<file path="src/rtl/ps2_kmouse_ext.sv">
// ps2_kmouse_ext: PS/2 mouse to Kempston X/Y/button ports with a fractional movement accumulator.
// Define KMOUSE_WHEEL_EN for 4-byte IntelliMouse packets and a wheel nibble on the button port.
module ps2_kmouse_ext #(
    parameter int CNT_W      = 8,
    parameter int IDLE_TICKS = 3500000
) (
    input  logic       clk_sys,
    input  logic       reset,
    input  logic       ce_7mp,
    input  logic       ps2_mouse_clk,
    input  logic       ps2_mouse_data,
    input  logic [2:0] addr,
    output logic       sel,
    output logic [7:0] dout,
    output logic       pkt_stb
);
    localparam logic [1:0] START = 2'd0, DATA = 2'd1, PARITY = 2'd2, STOP = 2'd3;
    localparam int IW = $clog2(IDLE_TICKS + 1);
`ifdef KMOUSE_WHEEL_EN
    localparam logic [1:0] LAST = 2'd3;
    logic [3:0] b3, wheel;
`else
    localparam logic [1:0] LAST = 2'd2;
`endif
    logic [2:0] clk_s, bit_cnt, btn;
    logic [1:0] dat_s, state, idx;
    logic [7:0] shreg, b1, b2;
    logic [4:0] h0;
    logic [3:0] hi;
    logic [IW-1:0] idle;
    logic [CNT_W-1:0] dx, dy;
    logic signed [8:0] ddx, ddy;
    logic par, upd, swap_set, swapped, fall, din, idle_hit, b_l, b_r;
    assign fall = clk_s[2] & ~clk_s[1];
    assign din = dat_s[1];
    assign idle_hit = idle == IW'(IDLE_TICKS);
    // h0 keeps {Y sign, X sign, M, R, L} of byte 0
    assign ddx = {h0[3], b1};
    assign ddy = {h0[4], b2};
    always_ff @(posedge clk_sys) begin
        if (reset) begin
            clk_s <= 3'b111;
            dat_s <= 2'b11;
            state <= START;
            idx <= '0;
            bit_cnt <= '0;
            shreg <= '0;
            par <= 1'b0;
            h0 <= '0;
            b1 <= '0;
            b2 <= '0;
            upd <= 1'b0;
            pkt_stb <= 1'b0;
            idle <= '0;
            dx <= {1'b1, {(CNT_W-1){1'b0}}};
            dy <= '0;
            btn <= '0;
            swap_set <= 1'b0;
            swapped <= 1'b0;
`ifdef KMOUSE_WHEEL_EN
            b3 <= '0;
            wheel <= '0;
`endif
        end else begin
            clk_s <= {clk_s[1:0], ps2_mouse_clk};
            dat_s <= {dat_s[0], ps2_mouse_data};
            upd <= 1'b0;
            pkt_stb <= upd;
            if (fall) idle <= '0;
            else if (clk_s[1] && ce_7mp && !idle_hit) idle <= idle + IW'(1);
            if (fall) begin
                case (state)
                    START: begin
                        state <= din ? START : DATA;
                        bit_cnt <= '0;
                        par <= 1'b0;
                        if (din) idx <= '0;
                    end
                    DATA: begin
                        shreg <= {din, shreg[7:1]};
                        par <= par ^ din;
                        bit_cnt <= bit_cnt + 3'd1;
                        state <= bit_cnt == 3'd7 ? PARITY : DATA;
                    end
                    PARITY: begin
                        state <= (par ^ din) ? STOP : START;
                        if (!(par ^ din)) idx <= '0;
                    end
                    STOP: begin
                        state <= START;
                        if (!din) idx <= '0;
                        else if (idx != 2'd0 || shreg[3]) begin
                            if (idx == 2'd0) h0 <= {shreg[5:4], shreg[2:0]};
                            if (idx == 2'd1) b1 <= shreg;
                            if (idx == 2'd2) b2 <= shreg;
`ifdef KMOUSE_WHEEL_EN
                            if (idx == 2'd3) b3 <= shreg[3:0];
`endif
                            idx <= idx == LAST ? 2'd0 : idx + 2'd1;
                            upd <= idx == LAST;
                        end
                    end
                endcase
            end else if (idle_hit) begin
                state <= START;
                idx <= '0;
            end
            if (upd) begin
                dx <= dx + CNT_W'(ddx);
                dy <= dy + CNT_W'(ddy);
                btn <= h0[2:0];
                if (!swap_set && |h0[1:0]) begin
                    swap_set <= 1'b1;
                    swapped <= h0[1];
                end
`ifdef KMOUSE_WHEEL_EN
                wheel <= wheel + b3;
`endif
            end
        end
    end
`ifdef KMOUSE_WHEEL_EN
    assign hi = wheel;
`else
    assign hi = 4'hF;
`endif
    assign b_l = swapped ? btn[1] : btn[0];
    assign b_r = swapped ? btn[0] : btn[1];
    always_comb begin
        sel = addr == 3'b011 || addr == 3'b111 || addr[1:0] == 2'b10;
        dout = addr == 3'b011 ? dx[CNT_W-1 -: 8] :
               addr == 3'b111 ? dy[CNT_W-1 -: 8] :
               addr[1:0] == 2'b10 ? {hi, 1'b1, ~btn[2], ~b_r, ~b_l} : 8'hFF;
    end
endmodule

</file>
<file path="config.mk">
export PLATFORM = sky130hd
export DESIGN_NAME = ps2_kmouse_ext
export DESIGN_NICKNAME = d
export VERILOG_FILES = /design/src/rtl/ps2_kmouse_ext.sv
export SDC_FILE = /design/constraint.sdc
export NUM_CORES = 1
export LEC_CHECK = 0
export BUFFER_PORTS_ARGS = -buffer_cell sky130_fd_sc_hd__buf_2
export CORE_MARGIN = 3
export CORE_UTILIZATION = 61
export CTS_CLUSTER_DIAMETER = 30
export CTS_CLUSTER_SIZE = 25
export DETAILED_ROUTE_END_ITERATION = 7
export MAX_ROUTING_LAYER = met4
export PLACE_DENSITY = 0.82
export SYNTH_ARGS = -nofsm -noshare
export SYNTH_HDL_FRONTEND = slang
export SYNTH_SLANG_ARGS = --single-unit
</file>
<file path="constraint.sdc">
create_clock -name clk_sys -period 3.06 [get_ports clk_sys]
set_input_delay 0.612 -clock clk_sys [delete_from_list [all_inputs] [get_ports clk_sys]]
set_output_delay 0.612 -clock clk_sys [all_outputs]
set_load 0.005 [all_outputs]
</file>
==> results of run 1 <==
## metrics by stage
stage	utilization [%]	setup WS (ns)	cell area, µm²	hold slack [ns]	total power, mW
after floorplan	-	0.909	4170	0.389	1.19
after CTS	69.8	0.601	4530	0.420	2.18
final	69.8	0.603	4530	0.420	2.16
after global routing	69.8	0.500	4530	0.430	2.23
after global placement	65.8	0.817	4270	0.392	1.21
after detailed placement	65.8	0.711	4270	0.399	1.21
## where the power goes
group / total (mW) / leakage (nW) / internal, mW / switching, mW
combinational: 0.0683 / 0.949 / 0.0241 / 0.0442
clock: 0.980 / 0.126 / 0.588 / 0.391
sequential: 1.11 / 0.686 / 1.11 / 0.00436
## worst max path at each step
stage                               endpoint          startpoint  slack, ns
after floorplan           dy[6]$_SDFFE_PP0P_  dy[0]$_SDFFE_PP0P_       0.91
after global placement    dy[6]$_SDFFE_PP0P_  dy[0]$_SDFFE_PP0P_       0.82
after detailed placement  dy[6]$_SDFFE_PP0P_  dy[0]$_SDFFE_PP0P_       0.71
after CTS                 dy[6]$_SDFFE_PP0P_  dy[0]$_SDFFE_PP0P_       0.60
after global routing      dy[6]$_SDFFE_PP0P_  dy[0]$_SDFFE_PP0P_       0.50
final                     dy[6]$_SDFFE_PP0P_  dy[0]$_SDFFE_PP0P_       0.60
## registers in the layout, summed over array words and instances (netlist names), 2 cells and up
| signal | cells |
|---|---|
| clk_s | 3 |
| dy | 8 |
| bit_cnt | 3 |
| btn | 3 |
| idx | 2 |
| dx | 8 |
| b1 | 8 |
| dat_s | 2 |
| shreg | 8 |
| b2 | 8 |
| h0 | 3 |
| idle | 22 |
| state | 2 |
## per-layer routing
metal | routed length, µm | part of all wire [%] | GRT usage [%]
met1 | 3580 | 45 | 26.6
met2 | 3990 | 50 | 38.1
met3 | 269 | 3.4 | 5.12
met4 | 99 | 1.2 | 6.73
met5 | 0 | 0 | -
## final cells by class
cell class,count,area share (%)
timing repair buffer,21,2.54
multi-input combinational,347,50.7
tap,77,2.13
sequential,85,37.6
inverter,17,1.41
clock inverter,5,2.35
clock buffer,11,3.34
## cell families (layout without fill, tap and decap cells)
family | Yosys count | count (layout) | share of synthesized area [%]
and+or+nand+nor | 190 | 190 | 23.1
adders and majority gates | 20 | 20 | 6.36
AOI/OAI and AO/OA | 70 | 70 | 10.1
DFF | 85 | 85 | 40.8
xor gates and xnor gates | 23 | 23 | 4.83
muxes | 44 | 44 | 10.6
buffers and inverters | 41 | 54 | 4.11
## worst max-delay path, cell delays in order, from the launching register on
cell and delay, ns:
dfxtp_1 0.36, ha_1 0.18, inv_1 0.05, fa_1 0.40, nor2b_1 0.13, o21ai_0 0.11
a21boi_0 0.27, o21ai_0 0.16, or4b_2 0.64, nand3_1 0.10
## cells in the final DEF, fill, tap and decap left out, drive strengths merged, types with 11 or more instances in the layout
| cell | count |
|---|---|
| nor2 | 69 |
| nand3 | 11 |
| o21ai | 17 |
| a21oi | 28 |
| buf | 21 |
| inv | 17 |
| clkbuf | 11 |
| ha | 18 |
| mux2i | 42 |
| nand2 | 43 |
| xnor2 | 16 |
| nor2b | 11 |
| dfxtp | 85 |
==> summary.txt, run 1 <==
Status: finished, final reports clean
Top post-synthesis cells by area: dfxtp_1 (41%), mux2i_1 (10%), nor2_1 (6.2%), ha_1 (5.4%), nand2_1 (3.9%)
Site Rows: 29
CTS Root Cell: clkbuf_8
Detailed Routing Iterations Pass 1: 4
Endpoints failing setup: 0
Cell area power density: 477 mW/mm²
Synth Warn #: 0
PortBufs: 17
WHS Endpoint: dat_s[1]$_SDFF_PP1_
Leak: 1.76 nW
Hold Path Depth: 1
First-pass GRT wire length: 13800 µm
Hold Startpoint: dat_s[0]$_SDFF_PP1_
Clk_skew: 0.0103 ns
Core Region: 0.00649 mm²
Post-CTS Resized: 0
Vias per inst: 5.70
Flip-flop and latch count after synthesis: 85
Mean Syn Cell Area: 8.81 µm²
Clock Path Buffers: 2
Die width: 88.7 µm
Layout cells sized above 1: 11.1%
Area delta synth->final: 8.67%
Reg-to-Reg End: dy[6]$_SDFFE_PP0P_
Setup TNS: 0 ns
Post-route clock period utilization: 80.3%
Sum of net half-perimeters after detailed placement: 5560 µm
Reg2Reg Depth: 9
Final nets: 509
Finished Layout Cells: 563
Post-synthesis cell type count: 55
Worst slew pin tran: 0.612 ns
CTS tree: yes
Initial antenna violation count: 0
Top-area cell type share of the netlist area: 40.8%
Fill cells: 501
Gr usage total: 22.5%
Inst Count DP: 547
Fin crit period: 2.46 ns
Max-slew violations: 0
Commonest cells post-synth: dfxtp_1 (85), nor2_1 (69), nand2_1 (43)
Critical path class: reg -> reg
Final hold vios: 0
Diode count: 0
Hold Path Class: reg -> reg
Final Wtd Congestion: 0.809
DR vias: 3207
MaxCap Viol Count: 0
Routed wire length: 7940 µm
Synthesized instance count: 473
Die height: 88.7 µm
Unrepaired setup endpoints after global routing: no
DRC: 0
Fmax: 407 MHz
Multi-input gate area: 0.00230 mm²
Cell with the most instances after synthesis: dfxtp_1
Die ar.: 0.00786 mm²
First DRT Iteration DRCs: 129
Synth Flop Type: dfxtp_1
Mapped Area: 0.00417 mm²
Detail Route Antenna Nets: 0
Largest net degree at the start of global routing: 45
FF-to-FF Start: dy[0]$_SDFFE_PP0P_
Number of flops mapped to enable cells by yosys: 0
Sequential cell area fraction in the yosys report: 40.8%
Crit path max fanout: 3
Reg area: 0.00170 mm²
Syn Nets: 501
Crit. End Element: register
Maximum VDD drop: 0.000463 V
# hold bufs at CTS: 0
R2R Setup Slk: 0.60 ns
H-tree depth: 3
Worst Path Required: 3.35 ns
Starting Density: 64.2%
Ports: 18
CP startpoint kind: register
FFs w/ async S/R, synth: 0%
Global route overflow: 0
Number of CTS-inserted buffers: 9
Slew margin rel.: 59.2%
Vias in the first global route: 3173
Setup bufs post-CTS: 0
Wire length per cell: 14.1 µm
Later-pin clock latency in the skew report: 0.35 ns
Area leader, netlist: dfxtp_1
Critical Path AT: 2.75 ns
Clock transition at path regs: 0.09 ns
Clk sink count: 85
No activity file was read; power rests on OpenSTA's default activity.
==> run 2, diff against run 1 <==
- clock period: 3.06 -> 2.54 ns (I/O delays scaled with it)
==> summary.txt, run 2 (same netlist as run 1, synthesis figures left out) <==
Status: finished, final reports clean
Gr usage total: 22.7%
MaxCap Viol Count: 0
Final hold vios: 0
Area delta synth->final: 6.93%
Clock transition at path regs: 0.08 ns
Most common cell after layout, fill and taps aside: dfxtp_1
Hold Path Class: in -> reg
PortBufs: 17
Met1 wire length: 3600 µm
Hold slack: 0.341 ns
Commonest cells after routing, fill and taps aside: dfxtp_1 (85), nor2_1 (69), nand2_1 (43)
Clock Path Buffers: 2
Crit path max fanout: 3
Initial antenna violation count: 0
Setup slack after layout: 0.173 ns
H-tree depth: 3
Top sig layer: met4
Met2 wire len: 3900 µm
Worst slew pin tran: 0.594 ns
Fill cells: 514
Post-route cell area: 0.00446 mm²
Diode count: 0
First DRT Iteration DRCs: 148
Maximum VDD drop: 0.000411 V
Vias in the first global route: 3076
Later-pin clock latency in the skew report: 0.35 ns
Worst Path Required: 2.83 ns
Post-route clock period utilization: 93.2%
Cell area power density: 517 mW/mm²
Crit. End Element: register
Max-slew violations: 0
Fin crit period: 2.37 ns
Routed wire length: 7810 µm
CTS Root Cell: clkbuf_8
Ports: 18
Slew margin rel.: 60.3%
CTS tree: yes
Fmax: 423 MHz
Met3 wire len: 179 µm
Number of CTS-inserted buffers: 9
Detail Route Antenna Nets: 0
Global route overflow: 0
Detailed Routing Iterations Pass 1: 4
Core Region: 0.00649 mm²
Setup WS pre-CTS: 0.186 ns
Clk sink count: 85
Vias per inst: 5.69
PnR Total Power: 2.30 mW
Final Wtd Congestion: 0.838
Die ar.: 0.00786 mm²
Clk_skew: 0.00897 ns
Setup TNS: 0 ns
Final nets: 510
Die width: 88.7 µm
Leak: 1.73 nW
Dpl cell area: 0.00428 mm²
First-pass GRT wire length: 13800 µm
Wire length per cell: 13.9 µm
Layout cells sized above 1: 10.7%
Reg2Reg Depth: 9
Site Rows: 29
Endpoints failing setup: 0
Hold Path Depth: 2
Critical Path AT: 2.66 ns
Die height: 88.7 µm
Max FFs per register: 22
Largest net degree at the start of global routing: 44
DR vias: 3204
DRC: 0
Starting Density: 64.2%
Unrepaired setup endpoints after global routing: no
CP startpoint kind: register
Most flop-heavy register: idle
Critical path class: reg -> reg
Sum of net half-perimeters after detailed placement: 5600 µm
==> run 2: final timing paths <==
path                            start             endpoint  slack, ns
hold reg to reg   dat_s[0]$_SDFF_PP1_  dat_s[1]$_SDFF_PP1_       0.41
setup reg to reg   dy[0]$_SDFFE_PP0P_   dy[6]$_SDFFE_PP0P_       0.17
setup / recovery   dy[0]$_SDFFE_PP0P_   dy[6]$_SDFFE_PP0P_       0.17
hold / removal         ps2_mouse_data  dat_s[0]$_SDFF_PP1_       0.34
==> run 2: what timing repair did <==
item,in CTS,in global routing
buffers inserted,0,0
hold buffers,0,0
resized for setup,0,1
setup endpoints to repair,0,1
==> run 2: stage by stage <==
stage | utilization (%) | cells
5_1_grt | 68.6 | 563
2_1_floorplan | - | 473
3_5_place_dp | 65.9 | 548
4_1_cts | 68.6 | 563
3_3_place_gp | 65.9 | 548
6_report | 68.6 | 563
==> run 2: metal layers <==
metal / GRT usage [%] / vias up
met4: 8.79 / 0
met2: 36.6 / 39
met3: 3.91 / 13
met5: - / -
li1: - / 1632
met1: 28.2 / 1520
==> run 2: power breakdown <==
part           switching [mW]  leakage, nW  total, mW  internal (mW)
clock network           0.450       0.0926      0.880          0.430
registers             0.00487        0.686       1.34           1.34
logic                  0.0525        0.953     0.0816         0.0291
total                   0.507         1.73       2.30           1.80
==> run 2: worst max-delay path, cell delays in order (launching register included) <==
cell      delay [ns]
dfxtp_1         0.36
ha_1            0.17
inv_1           0.05
fa_1            0.40
nor2b_1         0.14
o21ai_0         0.14
a21boi_1        0.21
o21ai_0         0.12
or4b_2          0.62
nand3_1         0.10
==> run 2: layout make-up <==
class	count	area [µm²]	area share (%)
Tap cell	77	96.3	2.16
Clock buffer	14	173	3.87
Clock inverter	1	5.00	0.112
Sequential cell	85	1700	38.2
Inverter	17	63.8	1.43
Multi-Input combinational cell	347	2300	51.5
Timing Repair Buffer	22	123	2.75
==> run 3, diff against run 2 <==
- CORE_UTILIZATION: 61 -> 55
- PLACE_DENSITY: 0.82 -> 0.75
==> summary.txt, run 3 (same netlist as run 1, synthesis figures left out) <==
Status: finished, final reports clean
Endpoints failing setup: 0
Maximum VDD drop: 0.000358 V
First DRT Iteration DRCs: 113
First-pass GRT wire length: 13800 µm
Slew margin rel.: 61.3%
Power share of the clock group: 43.1%
Met1 wire length: 3840 µm
Leak: 1.75 nW
Starting Density: 57.2%
Clk sink count: 85
Critical Path AT: 2.60 ns
Post-route clock period utilization: 90.5%
Later-pin clock latency in the skew report: 0.36 ns
Diode count: 0
Die width: 93.1 µm
Site Rows: 31
Clk_skew: 0.0102 ns
Crit. End Element: register
Most common cell after layout, fill and taps aside: dfxtp_1
Detail Route Antenna Nets: 0
Gr usage total: 20.1%
Fill cells: 658
Largest net degree at the start of global routing: 42
Number of CTS-inserted buffers: 9
Switch Pwr: 0.553 mW
Met3 wire len: 204 µm
Cell area power density: 554 mW/mm²
Hold Path Class: in -> reg
Worst Path Required: 2.84 ns
Area delta synth->final: 8.52%
Layout cells sized above 1: 10.9%
Vias in the first global route: 3147
Ports: 18
Unrepaired setup endpoints after global routing: no
H-tree depth: 3
Setup bufs post-CTS: 0
Final hold vios: 0
Fmax: 435 MHz
Top sig layer: met4
Max FFs per register: 22
Global route overflow: 0
Routed wire length: 7890 µm
MaxCap Viol Count: 0
Post-layout util: 62.0%
Core Region: 0.00729 mm²
DR vias: 3173
Net switching fraction of the power: 22.1%
Commonest cells after routing, fill and taps aside: dfxtp_1 (85), nor2_1 (69), nand2_1 (43)
Die ar.: 0.00866 mm²
DRC: 0
Wire length per cell: 13.5 µm
Fin crit period: 2.30 ns
Die height: 93.1 µm
Comb power frac: 3.3%
Setup TNS: 0 ns
Crit path max fanout: 3
PortBufs: 17
Final nets: 509
Detailed Routing Iterations Pass 1: 4
Max-slew violations: 0
Internal power: 1.95 mW
Sum of net half-perimeters after detailed placement: 5520 µm
CTS tree: yes
Final Wtd Congestion: 0.821
Vias per inst: 5.42
CTS Root Cell: clkbuf_8
Initial antenna violation count: 0
Sequential Power Share: 53.6%
Met2 wire len: 3720 µm
Worst slew pin tran: 0.581 ns
Clock transition at path regs: 0.09 ns
Most flop-heavy register: idle
Clock Path Buffers: 2
Critical path class: reg -> reg
CP startpoint kind: register
-- run 3: worst paths after layout --
kind	start	to	slack (ns)	cells past startpoint
max	dy[0]$_SDFFE_PP0P_	dy[6]$_SDFFE_PP0P_	0.24	9
min	ps2_mouse_data	dat_s[0]$_SDFF_PP1_	0.33	2
max reg2reg	dy[0]$_SDFFE_PP0P_	dy[6]$_SDFFE_PP0P_	0.24	9
min reg2reg	clk_s[0]$_SDFF_PP1_	clk_s[1]$_SDFF_PP1_	0.41	1
-- run 3: layout make-up --
cell class	count	area, µm²	share of cell area, %
Tap cell	99	124	2.74
Clock inverter	5	82.6	1.83
Multi-Input combinational cell	347	2300	50.7
Clock buffer	11	141	3.13
Sequential cell	85	1700	37.6
Timing Repair Buffer	21	115	2.54
Inverter	17	63.8	1.41
-- run 3: critical path, cell delays in order (launching register included) --
cell and delay [ns]:
dfxtp_1 0.36, ha_1 0.18, inv_1 0.06, fa_1 0.40
nor2b_1 0.13, o21ai_0 0.10, a21boi_1 0.20, o21ai_0 0.12
or4b_2 0.61, nand3_1 0.10
-- run 3: timing repair --
| item | in CTS | in global routing |
|---|---|---|
| hold buffers | 0 | 0 |
| resized for setup | 0 | 1 |
| endpoints found under the setup margin | 0 | 1 |
-- run 3: metrics by stage --
stage / setup slack, ns / area, µm² / hold WS (ns) / power, mW / instances
global placement: 0.295 / 4300 / 0.393 / 1.46 / 569
detailed placement: 0.212 / 4300 / 0.396 / 1.46 / 569
CTS: 0.179 / 4520 / 0.323 / 2.51 / 585
finish: 0.241 / 4520 / 0.330 / 2.50 / 585
floorplan: 0.389 / 4170 / 0.389 / 1.43 / 473
global route: 0.0548 / 4520 / 0.323 / 2.59 / 585
-- run 3: metal layers --
metal | vias up | GRT usage, %
met5 | - | -
met4 | 0 | 7.57
met3 | 12 | 4.02
met2 | 35 | 32.9
met1 | 1499 | 24.6
li1 | 1627 | -
-- run 3: power by group through the flow --
stage	sequential, mW	clock, mW	combinational, mW
floorplan	1.37	0	0.0591
global placement	1.37	0	0.0814
detailed placement	1.37	0	0.0827
CTS	1.34	1.09	0.0830
global route	1.34	1.15	0.0944
finish	1.34	1.08	0.0824
